[src/rtl/fp_pkg.sv]
// fp_pkg: shared FP32 types and constants for the accumulator slice.
package fp_pkg;

    typedef struct packed {
        logic       sign;
        logic [7:0] exp;
        logic [22:0] frac;
    } fp32_t;

    localparam int          FP32_BIAS = 127;
    localparam logic [31:0] FP32_QNAN = 32'h7FC00000;
    localparam logic [31:0] FP32_PINF = 32'h7F800000;
    localparam logic [31:0] FP32_NINF = 32'hFF800000;

    typedef enum logic [2:0] {
        IDLE  = 3'd0,
        ALIGN = 3'd1,
        ADD   = 3'd2,
        NORM  = 3'd3,
        ROUND = 3'd4,
        DONE  = 3'd5
    } fp_acc_state_e;

endpackage

[src/rtl/fp_acc_if.sv]
// fp_acc_if: input element stream and result stream of the FP32 accumulator.
// master = producer/consumer side, slave = accumulator side.
interface fp_acc_if;
    logic        in_valid;
    logic        in_ready;
    logic [31:0] in_data;
    logic        in_last;
    logic        out_valid;
    logic        out_ready;
    logic [31:0] out_data;

    modport master (
        output in_valid, in_data, in_last, out_ready,
        input  in_ready, out_valid, out_data
    );

    modport slave (
        input  in_valid, in_data, in_last, out_ready,
        output in_ready, out_valid, out_data
    );
endinterface

[src/rtl/fp_lzc.sv]
// fp_lzc: combinational 28-bit leading-zero counter (28 for an all-zero input).
module fp_lzc (
    input  logic [27:0] din,
    output logic [4:0]  cnt
);
    // scan upward so the highest set bit determines the count
    always_comb begin
        cnt = 5'd28;
        for (int i = 0; i < 28; i++) begin
            if (din[i]) cnt = 5'(27 - i);
        end
    end
endmodule

[src/rtl/fp_acc.sv]
// fp_acc: iterative FP32 accumulator (align, add, normalize, round), RNE,
// flush-to-zero on subnormal inputs and results, saturation to +/-inf.
// Build option: define FP_ACC_SPECIAL_EN to decode exponent 255 as inf/NaN.
module fp_acc
    import fp_pkg::*;
(
    input  logic    clk,
    input  logic    rst_n,
    fp_acc_if.slave bus
);

    fp_acc_state_e state, nxt;
    fp32_t         acc;
    logic          fresh;      // no element added yet in this vector
    fp32_t         op_p0;
    logic          last_p0;

    logic signed [9:0] exp_c, exp_p1, exp_p2, exp_n, exp_p3;
    logic              sign_c, sign_p1, sign_p2, sign_n, sign_p3;
    logic              sub_c, sub_p1, sub_p2;
    logic [26:0]       big_c, big_p1, small_c, small_p1, sig_n, sig_p3;
    logic [27:0]       sum_p2;
    logic [4:0]        lzc, norm_sh;
    logic              spec_c, spec_p1, spec_p2, spec_p3;
    logic [31:0]       spec_val_c, spec_val_p1, spec_val_p2, spec_val_p3;

    fp32_t       acc_eff, big, sml;
    logic [30:0] a_mag, b_mag;
    logic [26:0] big_sig, sml_sig, shifted, lost;
    logic [7:0]  diff;
    logic [4:0]  shamt;

    function automatic logic [31:0] sat_fp(input logic s, input logic signed [9:0] e,
                                           input logic [22:0] f);
        if (e >= 10'sd255) return s ? FP32_NINF : FP32_PINF;
        if (e <= 10'sd0)   return {s, 31'd0};
        return {s, e[7:0], f};
    endfunction

    function automatic logic [31:0] round_fp(input logic s, input logic signed [9:0] e,
                                             input logic [26:0] sig);
        logic              up;
        logic [24:0]       m;
        logic signed [9:0] er;
        up = sig[2] & (sig[1] | sig[0] | sig[3]);
        m  = {1'b0, sig[26:3]} + {24'd0, up};
        er = e;
        if (m[24]) begin
            m  = m >> 1;
            er = er + 10'sd1;
        end
        return sat_fp(s, er, m[22:0]);
    endfunction

    // state register
    always_ff @(posedge clk or negedge rst_n) begin
        if (!rst_n) state <= IDLE;
        else        state <= nxt;
    end

    // next-state logic
    always_comb begin
        nxt = state;
        case (state)
            IDLE:    if (bus.in_valid) nxt = ALIGN;
            ALIGN:   nxt = ADD;
            ADD:     nxt = NORM;
            NORM:    nxt = ROUND;
            ROUND:   nxt = last_p0 ? DONE : IDLE;
            DONE:    if (bus.out_ready) nxt = IDLE;
            default: nxt = IDLE;
        endcase
    end

    // handshake outputs decoded from state
    always_comb begin
        bus.in_ready  = (state == IDLE);
        bus.out_valid = (state == DONE);
        bus.out_data  = acc;
    end

    // accumulator: written in ROUND, cleared on result handshake
    always_ff @(posedge clk or negedge rst_n) begin
        if (!rst_n) begin
            acc   <= '0;
            fresh <= 1'b1;
        end else if (state == ROUND) begin
            acc   <= spec_p3 ? spec_val_p3 : round_fp(sign_p3, exp_p3, sig_p3);
            fresh <= 1'b0;
        end else if (state == DONE && bus.out_ready) begin
            acc   <= '0;
            fresh <= 1'b1;
        end
    end

    // ALIGN: order by magnitude, shift smaller significand with guard/round/sticky.
    // An empty accumulator acts as -0 so the first element passes through with its sign.
    always_comb begin
        acc_eff = fresh ? fp32_t'(32'h80000000) : acc;
        a_mag   = (acc_eff.exp == 8'd0) ? 31'd0 : {acc_eff.exp, acc_eff.frac};
        b_mag   = (op_p0.exp == 8'd0) ? 31'd0 : {op_p0.exp, op_p0.frac};
        big     = (b_mag > a_mag) ? op_p0 : acc_eff;
        sml     = (b_mag > a_mag) ? acc_eff : op_p0;
        big_sig = (big.exp == 8'd0) ? 27'd0 : {1'b1, big.frac, 3'd0};
        sml_sig = (sml.exp == 8'd0) ? 27'd0 : {1'b1, sml.frac, 3'd0};
        diff    = big.exp - sml.exp;
        shamt   = (diff > 8'd27) ? 5'd27 : diff[4:0];
        shifted = sml_sig >> shamt;
        lost    = sml_sig & ~(27'h7FFFFFF << shamt);
        sign_c  = big.sign;
        sub_c   = big.sign ^ sml.sign;
        exp_c   = $signed({2'b00, big.exp});
        big_c   = big_sig;
        small_c = {shifted[26:1], shifted[0] | (|lost)};
        spec_c     = 1'b0;
        spec_val_c = '0;
`ifdef FP_ACC_SPECIAL_EN
        if ((acc_eff.exp == 8'hFF && acc_eff.frac != 23'd0) ||
            (op_p0.exp == 8'hFF && op_p0.frac != 23'd0) ||
            (acc_eff.exp == 8'hFF && op_p0.exp == 8'hFF && acc_eff.sign != op_p0.sign)) begin
            spec_c     = 1'b1;
            spec_val_c = FP32_QNAN;
        end else if (acc_eff.exp == 8'hFF) begin
            spec_c     = 1'b1;
            spec_val_c = acc_eff.sign ? FP32_NINF : FP32_PINF;
        end else if (op_p0.exp == 8'hFF) begin
            spec_c     = 1'b1;
            spec_val_c = op_p0.sign ? FP32_NINF : FP32_PINF;
        end
`endif
    end

    fp_lzc u_lzc (
        .din (sum_p2),
        .cnt (lzc)
    );

    // NORM: carry-out shifts right, otherwise shift left until bit 26 is set
    always_comb begin
        norm_sh = lzc - 5'd1;
        sign_n  = sign_p2;
        exp_n   = exp_p2;
        sig_n   = sum_p2[26:0];
        if (sum_p2 == 28'd0) begin
            sign_n = sub_p2 ? 1'b0 : sign_p2;
            exp_n  = '0;
            sig_n  = '0;
        end else if (sum_p2[27]) begin
            sig_n = {sum_p2[27:2], sum_p2[1] | sum_p2[0]};
            exp_n = exp_p2 + 10'sd1;
        end else begin
            sig_n = sum_p2[26:0] << norm_sh;
            exp_n = exp_p2 - $signed({5'd0, norm_sh});
        end
    end

    // datapath stage registers, one stage per FSM step
    always_ff @(posedge clk) begin
        if (state == IDLE && bus.in_valid) begin
            op_p0   <= bus.in_data;
            last_p0 <= bus.in_last;
        end
        // ALIGN -> ADD
        sign_p1     <= sign_c;
        sub_p1      <= sub_c;
        exp_p1      <= exp_c;
        big_p1      <= big_c;
        small_p1    <= small_c;
        spec_p1     <= spec_c;
        spec_val_p1 <= spec_val_c;
        // ADD -> NORM
        sign_p2     <= sign_p1;
        sub_p2      <= sub_p1;
        exp_p2      <= exp_p1;
        sum_p2      <= sub_p1 ? ({1'b0, big_p1} - {1'b0, small_p1})
                              : ({1'b0, big_p1} + {1'b0, small_p1});
        spec_p2     <= spec_p1;
        spec_val_p2 <= spec_val_p1;
        // NORM -> ROUND
        sign_p3     <= sign_n;
        exp_p3      <= exp_n;
        sig_p3      <= sig_n;
        spec_p3     <= spec_p2;
        spec_val_p3 <= spec_val_p2;
    end

endmodule

[src/flat_wrapper.sv]
// flat-port wrapper written by rule: the top's interface ports become plain ports
module fp_acc_flat import fp_pkg::*;
  (clk, rst_n, bus_in_valid, bus_in_data, bus_in_last, bus_out_ready, bus_in_ready, bus_out_valid, bus_out_data);
  fp_acc_if bus_i ();
  input  logic clk;
  input  logic rst_n;
  input wire logic [$bits(bus_i.in_valid)-1:0] bus_in_valid;
  input wire logic [$bits(bus_i.in_data)-1:0] bus_in_data;
  input wire logic [$bits(bus_i.in_last)-1:0] bus_in_last;
  input wire logic [$bits(bus_i.out_ready)-1:0] bus_out_ready;
  output wire logic [$bits(bus_i.in_ready)-1:0] bus_in_ready;
  output wire logic [$bits(bus_i.out_valid)-1:0] bus_out_valid;
  output wire logic [$bits(bus_i.out_data)-1:0] bus_out_data;
  assign bus_i.in_valid = bus_in_valid;
  assign bus_i.in_data = bus_in_data;
  assign bus_i.in_last = bus_in_last;
  assign bus_i.out_ready = bus_out_ready;
  assign bus_in_ready = bus_i.in_ready;
  assign bus_out_valid = bus_i.out_valid;
  assign bus_out_data = bus_i.out_data;
  fp_acc u_core (.clk(clk), .rst_n(rst_n), .bus(bus_i));
endmodule
[config.mk]
export PLATFORM = sky130hd
export DESIGN_NAME = fp_acc_flat
export DESIGN_NICKNAME = d
export VERILOG_FILES = /design/src/rtl/fp_pkg.sv /design/src/rtl/fp_acc_if.sv /design/src/rtl/fp_lzc.sv /design/src/rtl/fp_acc.sv /design/src/flat_wrapper.sv
export SDC_FILE = /design/constraint.sdc
export NUM_CORES = 1
export LEC_CHECK = 0
export ABC_AREA = 1
export CAP_MARGIN = 20
export CORE_MARGIN = 2
export CORE_UTILIZATION = 35
export CTS_BUF_LIST = sky130_fd_sc_hd__clkbuf_4 sky130_fd_sc_hd__clkbuf_8 sky130_fd_sc_hd__clkbuf_16
export CTS_CLUSTER_SIZE = 28
export DETAILED_ROUTE_END_ITERATION = 12
export MAX_ROUTING_LAYER = met4
export SETUP_SLACK_MARGIN = 0.15
export SLEW_MARGIN = 25
export SYNTH_ARGS = -nofsm -noshare
export SYNTH_HDL_FRONTEND = slang
export SYNTH_SLANG_ARGS = --single-unit
[constraint.sdc]
create_clock -name clk -period 9.8 [get_ports clk]
set_input_delay 0.98 -clock clk [delete_from_list [all_inputs] [get_ports clk]]
set_output_delay 0.98 -clock clk [all_outputs]
set_load 0.05 [all_outputs]
==> results.yml, run 1 <==
setup_path:
  start_kind: "register"
  cp-startpoint: "u_core.fresh$_DFFE_PN1P_"
  ff2ff_setup_slack_ns: 2.44
  worst_path_max_delay_cell: "dfstp_2"
  r2r_cells: 31
  critPathCaptureType: "register"
  cpPeakStageDelay_ns: 0.88
  cp_common_cell: "nand2_1"
  critPathMaxFanout: 75
  cp_data_required_time_ns: 10.23
  reg2reg_from: "u_core.fresh$_DFFE_PN1P_"
  crit_type: "reg2reg"
  critical_path.endpoint: "u_core.small_p1[0]$_DFF_P_"
  r2r_end: "u_core.small_p1[0]$_DFF_P_"
  critPathArrivalTime_ns: 7.79
clocking:
  cts_resized: 0
  cts_setup_buffers: 0
  cts_hold_buf: 0
  clock-root-buffer: "clkbuf_16"
  insertion_delay_ns: 0.56
  h-tree-depth: 1
  cts.sinks: 206
  cts_tree: "done"
  cts_buffers: 25
  clkTransAtPathRegs_ns: 0.06
  ctsLongestPathBuffers: 3
global_route:
  grt_pass1_wl_um: 77090
  grt_pass1_vias: 13530
  overflow: 0
  grt_start_max_net_pins: 76
  grt.total_usage: 0.2319
  antenna_found_initial: 0
sta:
  hold_viol_final: 0
  max_slew_margin: 0.3166
  fin_crit_ns: 7.361
  fmax_mhz: 135.9
  fin_skew_ns: 0.02809
  grt_setup_unrepaired: "no"
  fin_tns_setup_ns: 0
  min_period_over_period: 0.7511
  setup_viol: 0
  worst_slew_pin_slew_ns: 1.019
  slew_violations: 0
route:
  drtIter0Drc: 1531
  vias: 14810
  antenna_left: 0
  drcViolationCount: 0
  wl_per_cell_um: 17.95
  vias_per_cell: 5.294
  detail_route.first_pass.iterations: 6
  wirelength_um: 50220
synth:
  synth_mux_area_frac: 0.0006910
  synth_top_family_by_area: "simple AND/OR/NAND/NOR gates"
  synthSimpleGateAreaFrac: 0.3573
  synthXorXnorAreaFrac: 0.04534
  ys_ff_latch: 206
  synth-async-reset-ratio: 0.1748
  synth-warning-count: 0
  synth_edf_count: 33
  netlist_area_mm2: 0.01449
  syn_inst: 2222
  synth_compound_area_frac: 0.1180
  synth.avg_cell_area_um2: 6.520
  synth-main-ff-cell: "dfxtp_1"
  ys_seq_area_frac: 0.3200
  synthAdderAreaFrac: 0.05839
  syn-num-nets: 2326
  synth_cell_types: 58
run:
  max_cap_violations: 0
cells_and_area:
  antennaDiodeCount: 0
  drive_gt1_frac: 0.04724
  layout.nets: 2350
  area_delta_synth_final_pct: 14.05
  fillers: 4354
floorplanning:
  io_pins: 71
  dieArea_mm2: 0.04303
  core_mm2: 0.04083
  initial_core_util: 0.3548
  die-height_um: 207.4
  die_x_um: 207.4
  placement_rows: 74
place:
  place_congestion: 0.9575
  numPortBuffers: 70
  post-dp-hpwl_um: 39290
outcome:
  status: "finished clean"
hold_path:
  hold_class: "reg2reg"
  hold_path_depth: 0
==> layer usage <==
layer  wire [µm]  up-vias  track usage
met5           0        -            -
met4        1519        0      0.06749
met3        3171       89      0.03086
met2       22760      599       0.3668
met1       22760     6816       0.3094
li1            -     7304            -
==> worst max-delay path: cells and delay by family, from the launching register on <==
| family | cells | cell delay (ns) |
|---|---|---|
| AO/OA/AOI/OAI | 1 | 0.17 |
| adder cells (fa/ha/maj) | 1 | 0.18 |
| buffers and inverters | 2 | 0.67 |
| flip-flops | 1 | 0.88 |
| AND/OR/NAND/NOR | 27 | 5.31 |
==> placed cells by master, fill, tap and decap left out, types with 3 or more instances in the layout <==
cell	instances
o21bai_1	4
clkbuf_8	4
inv_2	7
nand2_2	10
clkdlybuf4s50_1	69
nor4_1	15
a31oi_1	6
bufinv_16	6
nor2_2	7
a21oi_1	109
clkinv_1	7
o211ai_1	10
nor2_1	194
nor3b_1	4
nand3_2	5
o21ai_0	94
ha_1	66
nand3_1	286
or2_2	5
inv_1	267
dfxtp_1	137
xnor2_1	17
nand4_1	25
dfrtp_1	35
nor3_1	15
o21ai_1	20
o22ai_1	32
edfxtp_1	33
and2_1	4
nand2_1	621
buf_4	13
clkbuf_4	3
xor2_1	57
o32ai_1	7
clkbuf_16	25
==> synthesized netlist by cell type, types with 4 or more instances <==
master,count,area share
o211ai_1,10,0.0052
buf_4,5,0.0026
a21oi_1,109,0.038
nor3_1,15,0.0052
o22ai_1,32,0.014
o21bai_1,4,0.0021
buf_6,4,0.0031
or2_2,5,0.0022
ha_1,66,0.057
xnor2_1,18,0.011
nor4_1,15,0.0065
nor2_1,195,0.051
nand3_2,5,0.0035
nand2_2,9,0.0039
nor3b_1,4,0.0021
edfxtp_1,33,0.068
nand2_1,622,0.16
inv_2,7,0.0018
o21ai_0,94,0.032
xor2_1,57,0.034
nor2_2,6,0.0026
a31oi_1,6,0.0026
o32ai_1,7,0.0042
inv_1,267,0.069
dfxtp_1,137,0.19
and2_1,4,0.0017
buf_2,16,0.0055
nand3_1,286,0.099
clkbuf_1,59,0.015
nand4_1,25,0.011
o21ai_1,20,0.0069
clkinv_1,7,0.0018
dfrtp_1,35,0.060
==> cell type report <==
| type | count | area [µm²] | share of cell area |
|---|---|---|---|
| Clock buffer | 32 | 703.2 | 0.04256 |
| Sequential cell | 206 | 4636 | 0.2806 |
| Multi-Input combinational cell | 1648 | 8411 | 0.5090 |
| Timing Repair Buffer | 83 | 793.3 | 0.04801 |
| Inverter | 282 | 1061 | 0.06422 |
| Tap cell | 532 | 665.6 | 0.04029 |
| Clock inverter | 14 | 252.7 | 0.01530 |
==> cell families after synthesis <==
group	Yosys count
simple gates	1200
buf+inv	368
compound gates	305
flops	206
xor+xnor	75
fa+ha+maj	67
mux	1
==> through the flow <==
step                std cells  setup WS, ns  hold slack (ns)  cell area [µm²]    util
floorplan                2222         5.253           0.3096            14490       -
global placement         2751         2.747           0.3125            15560  0.3812
detailed placement       2751         2.633           0.3128            15570  0.3812
CTS                      2797         2.606           0.3180            16520  0.4046
global route             2797         1.711           0.3355            16520  0.4046
finish                   2797         2.439           0.3139            16520  0.4046
==> how the worst min path moves through the flow <==
stage / slack [ns] / endpoint / from
floorplan: 0.31 / u_core.exp_p2[0]$_DFF_P_ / u_core.exp_p1[0]$_DFF_P_
global placement: 0.31 / u_core.sign_p2$_DFF_P_ / u_core.sign_p1$_DFF_P_
detailed placement: 0.31 / u_core.exp_p2[6]$_DFF_P_ / u_core.exp_p1[6]$_DFF_P_
CTS: 0.32 / u_core.sign_p2$_DFF_P_ / u_core.sign_p1$_DFF_P_
global route: 0.34 / u_core.exp_p2[1]$_DFF_P_ / u_core.exp_p1[1]$_DFF_P_
finish: 0.31 / u_core.sign_p2$_DFF_P_ / u_core.sign_p1$_DFF_P_
==> flip-flops by register name, indices dropped and copies added (netlist names), 3 cells and up <==
register / flops
u_core.sig_p3: 27
u_core.state: 3
u_core.op_p0: 32
u_core.big_p1: 24
u_core.exp_p1: 8
u_core.sum_p2: 28
u_core.exp_p3: 10
u_core.exp_p2: 8
u_core.bus.out_data: 32
u_core.small_p1: 27
Power of run 1 is left out: the tool's default activity adds up to more than one toggle a clock period on the data nets, which glitch-free logic cannot reach.
==> inputs of run 2 (changes only) <==
==> constraint.sdc (replaced) <==
create_clock -name clk -period 6.95 [get_ports clk]
set_input_delay 0.695 -clock clk [delete_from_list [all_inputs] [get_ports clk]]
set_output_delay 0.695 -clock clk [all_outputs]
set_load 0.05 [all_outputs]
==> results.yml, run 2 (synthesized netlist as in run 1, its figures left out) <==
floorplanning:
  dieArea_mm2: 0.04303
  core_mm2: 0.04083
  die-height_um: 207.4
  initial_core_util: 0.3548
  io_pins: 71
  die_x_um: 207.4
  placement_rows: 74
route:
  detail_route.first_pass.iterations: 6
  vias: 14930
  drtIter0Drc: 1592
  drcViolationCount: 0
  wl_per_cell_um: 18.01
  vias_per_cell: 5.317
  antenna_left: 0
  wirelength_um: 50580
sta:
  grt_setup_unrepaired: "no"
  slew_violations: 0
  worst_slew_pin_slew_ns: 0.9053
  min_period_over_period: 0.8643
  setup_viol: 0
  fin_tns_setup_ns: 0
  max_slew_margin: 0.3965
  hold_viol_final: 0
  fin_crit_ns: 6.007
  fin_skew_ns: 0.009716
  fmax_mhz: 166.5
cells_and_area:
  antennaDiodeCount: 0
  final_common_cell: "nand2_1"
  fillers: 4356
  area_delta_synth_final_pct: 14.22
  drive_gt1_frac: 0.05185
  fin_util: 0.4052
  layout.nets: 2360
  final_cell_mix: "nand2_1, nand3_1, inv_1"
clocking:
  cts_tree: "done"
  ctsLongestPathBuffers: 3
  cts_buffers: 26
  cts_hold_buf: 0
  h-tree-depth: 1
  insertion_delay_ns: 0.55
  clkTransAtPathRegs_ns: 0.06
  cts.sinks: 206
  clock-root-buffer: "clkbuf_16"
  cts_resized: 0
  cts_setup_buffers: 0
global_route:
  grt.total_usage: 0.2359
  grt_start_max_net_pins: 42
  grt_pass1_wl_um: 78390
  overflow: 0
  grt_pass1_vias: 14030
  antenna_found_initial: 0
setup_path:
  cpPeakStageDelay_ns: 0.88
  critPathCaptureType: "register"
  cp_data_required_time_ns: 7.45
  start_kind: "register"
  worst_path_max_delay_cell: "dfstp_2"
  critPathMaxFanout: 40
  critPathArrivalTime_ns: 6.50
  cp_common_cell: "nand2_1"
  crit_type: "reg2reg"
hold_path:
  hold_class: "in2async"
run:
  max_cap_violations: 0
place:
  place_congestion: 0.9821
  numPortBuffers: 70
  post-dp-hpwl_um: 40030
outcome:
  status: "finished clean"
run 2: layout make-up:
class | instances | area [µm²] | share of cell area
clock buffer | 36 | 768.2 | 0.04643
clock inverter | 12 | 138.9 | 0.008394
inverter | 282 | 1061 | 0.06413
multi-input combinational | 1648 | 8416 | 0.5086
sequential | 206 | 4636 | 0.2802
tap | 532 | 665.6 | 0.04023
timing repair buffer | 92 | 860.8 | 0.05203
run 2: routing by layer:
metal,track usage,routed length (µm),vias up
met1,0.3155,23000,6958
li1,-,-,7323
met5,-,0,-
met2,0.3720,22930,543
met3,0.02678,2885,107
met4,0.07685,1768,0
run 2: through the flow:
stage / instances / area, µm² / worst slack (ns) / hold slack [ns]
global placement: 2760 / 15630 / 0.7875 / 0.3117
CTS: 2808 / 16540 / 0.6860 / 0.2686
global route: 2808 / 16550 / 0.2991 / 0.3329
floorplan: 2222 / 14490 / 2.403 / 0.3096
detailed placement: 2760 / 15630 / 0.7293 / 0.3135
finish: 2808 / 16550 / 0.9430 / 0.2704
run 2: path summary, 6_finish.rpt:
path                                           from                            endpoint  slack (ns)  depth (start not counted)
hold / removal                                rst_n         u_core.state[1]$_DFFE_PN0P_        0.27                          1
hold reg to reg            u_core.exp_p1[7]$_DFF_P_            u_core.exp_p2[7]$_DFF_P_        0.33                          0
min in group clk           u_core.exp_p1[7]$_DFF_P_            u_core.exp_p2[7]$_DFF_P_        0.33                          0
setup reg to reg           u_core.fresh$_DFFE_PN1P_          u_core.small_p1[0]$_DFF_P_        0.94                         31
setup / recovery           u_core.fresh$_DFFE_PN1P_          u_core.small_p1[0]$_DFF_P_        0.94                         31
max in group asynchronous                     rst_n  u_core.bus.out_data[4]$_DFFE_PN0P_        6.10                          1
run 2: worst max-delay path: cells and delay by family, from the launching register on:
| kind | cells | cell delay [ns] |
|---|---|---|
| buf+inv | 2 | 0.28 |
| compound gates | 1 | 0.08 |
| simple gates | 26 | 4.39 |
| flops | 1 | 0.88 |
| fa+ha+maj | 2 | 0.29 |
Power of run 2 is left out for the same reason.
==> inputs of run 3 (changes only) <==
--- a/config.mk
+++ b/config.mk
@@ -10,7 +10,7 @@
 export CORE_MARGIN = 2
 export CORE_UTILIZATION = 35
 export CTS_BUF_LIST = sky130_fd_sc_hd__clkbuf_4 sky130_fd_sc_hd__clkbuf_8 sky130_fd_sc_hd__clkbuf_16
-export CTS_CLUSTER_SIZE = 28
+export CTS_CLUSTER_SIZE = 20
 export DETAILED_ROUTE_END_ITERATION = 12
 export MAX_ROUTING_LAYER = met4
 export SETUP_SLACK_MARGIN = 0.15
==> results of run 3 <==
No change in the layout: final DEF, timing and power equal those of run 2.
Power of run 3 is left out for the same reason.
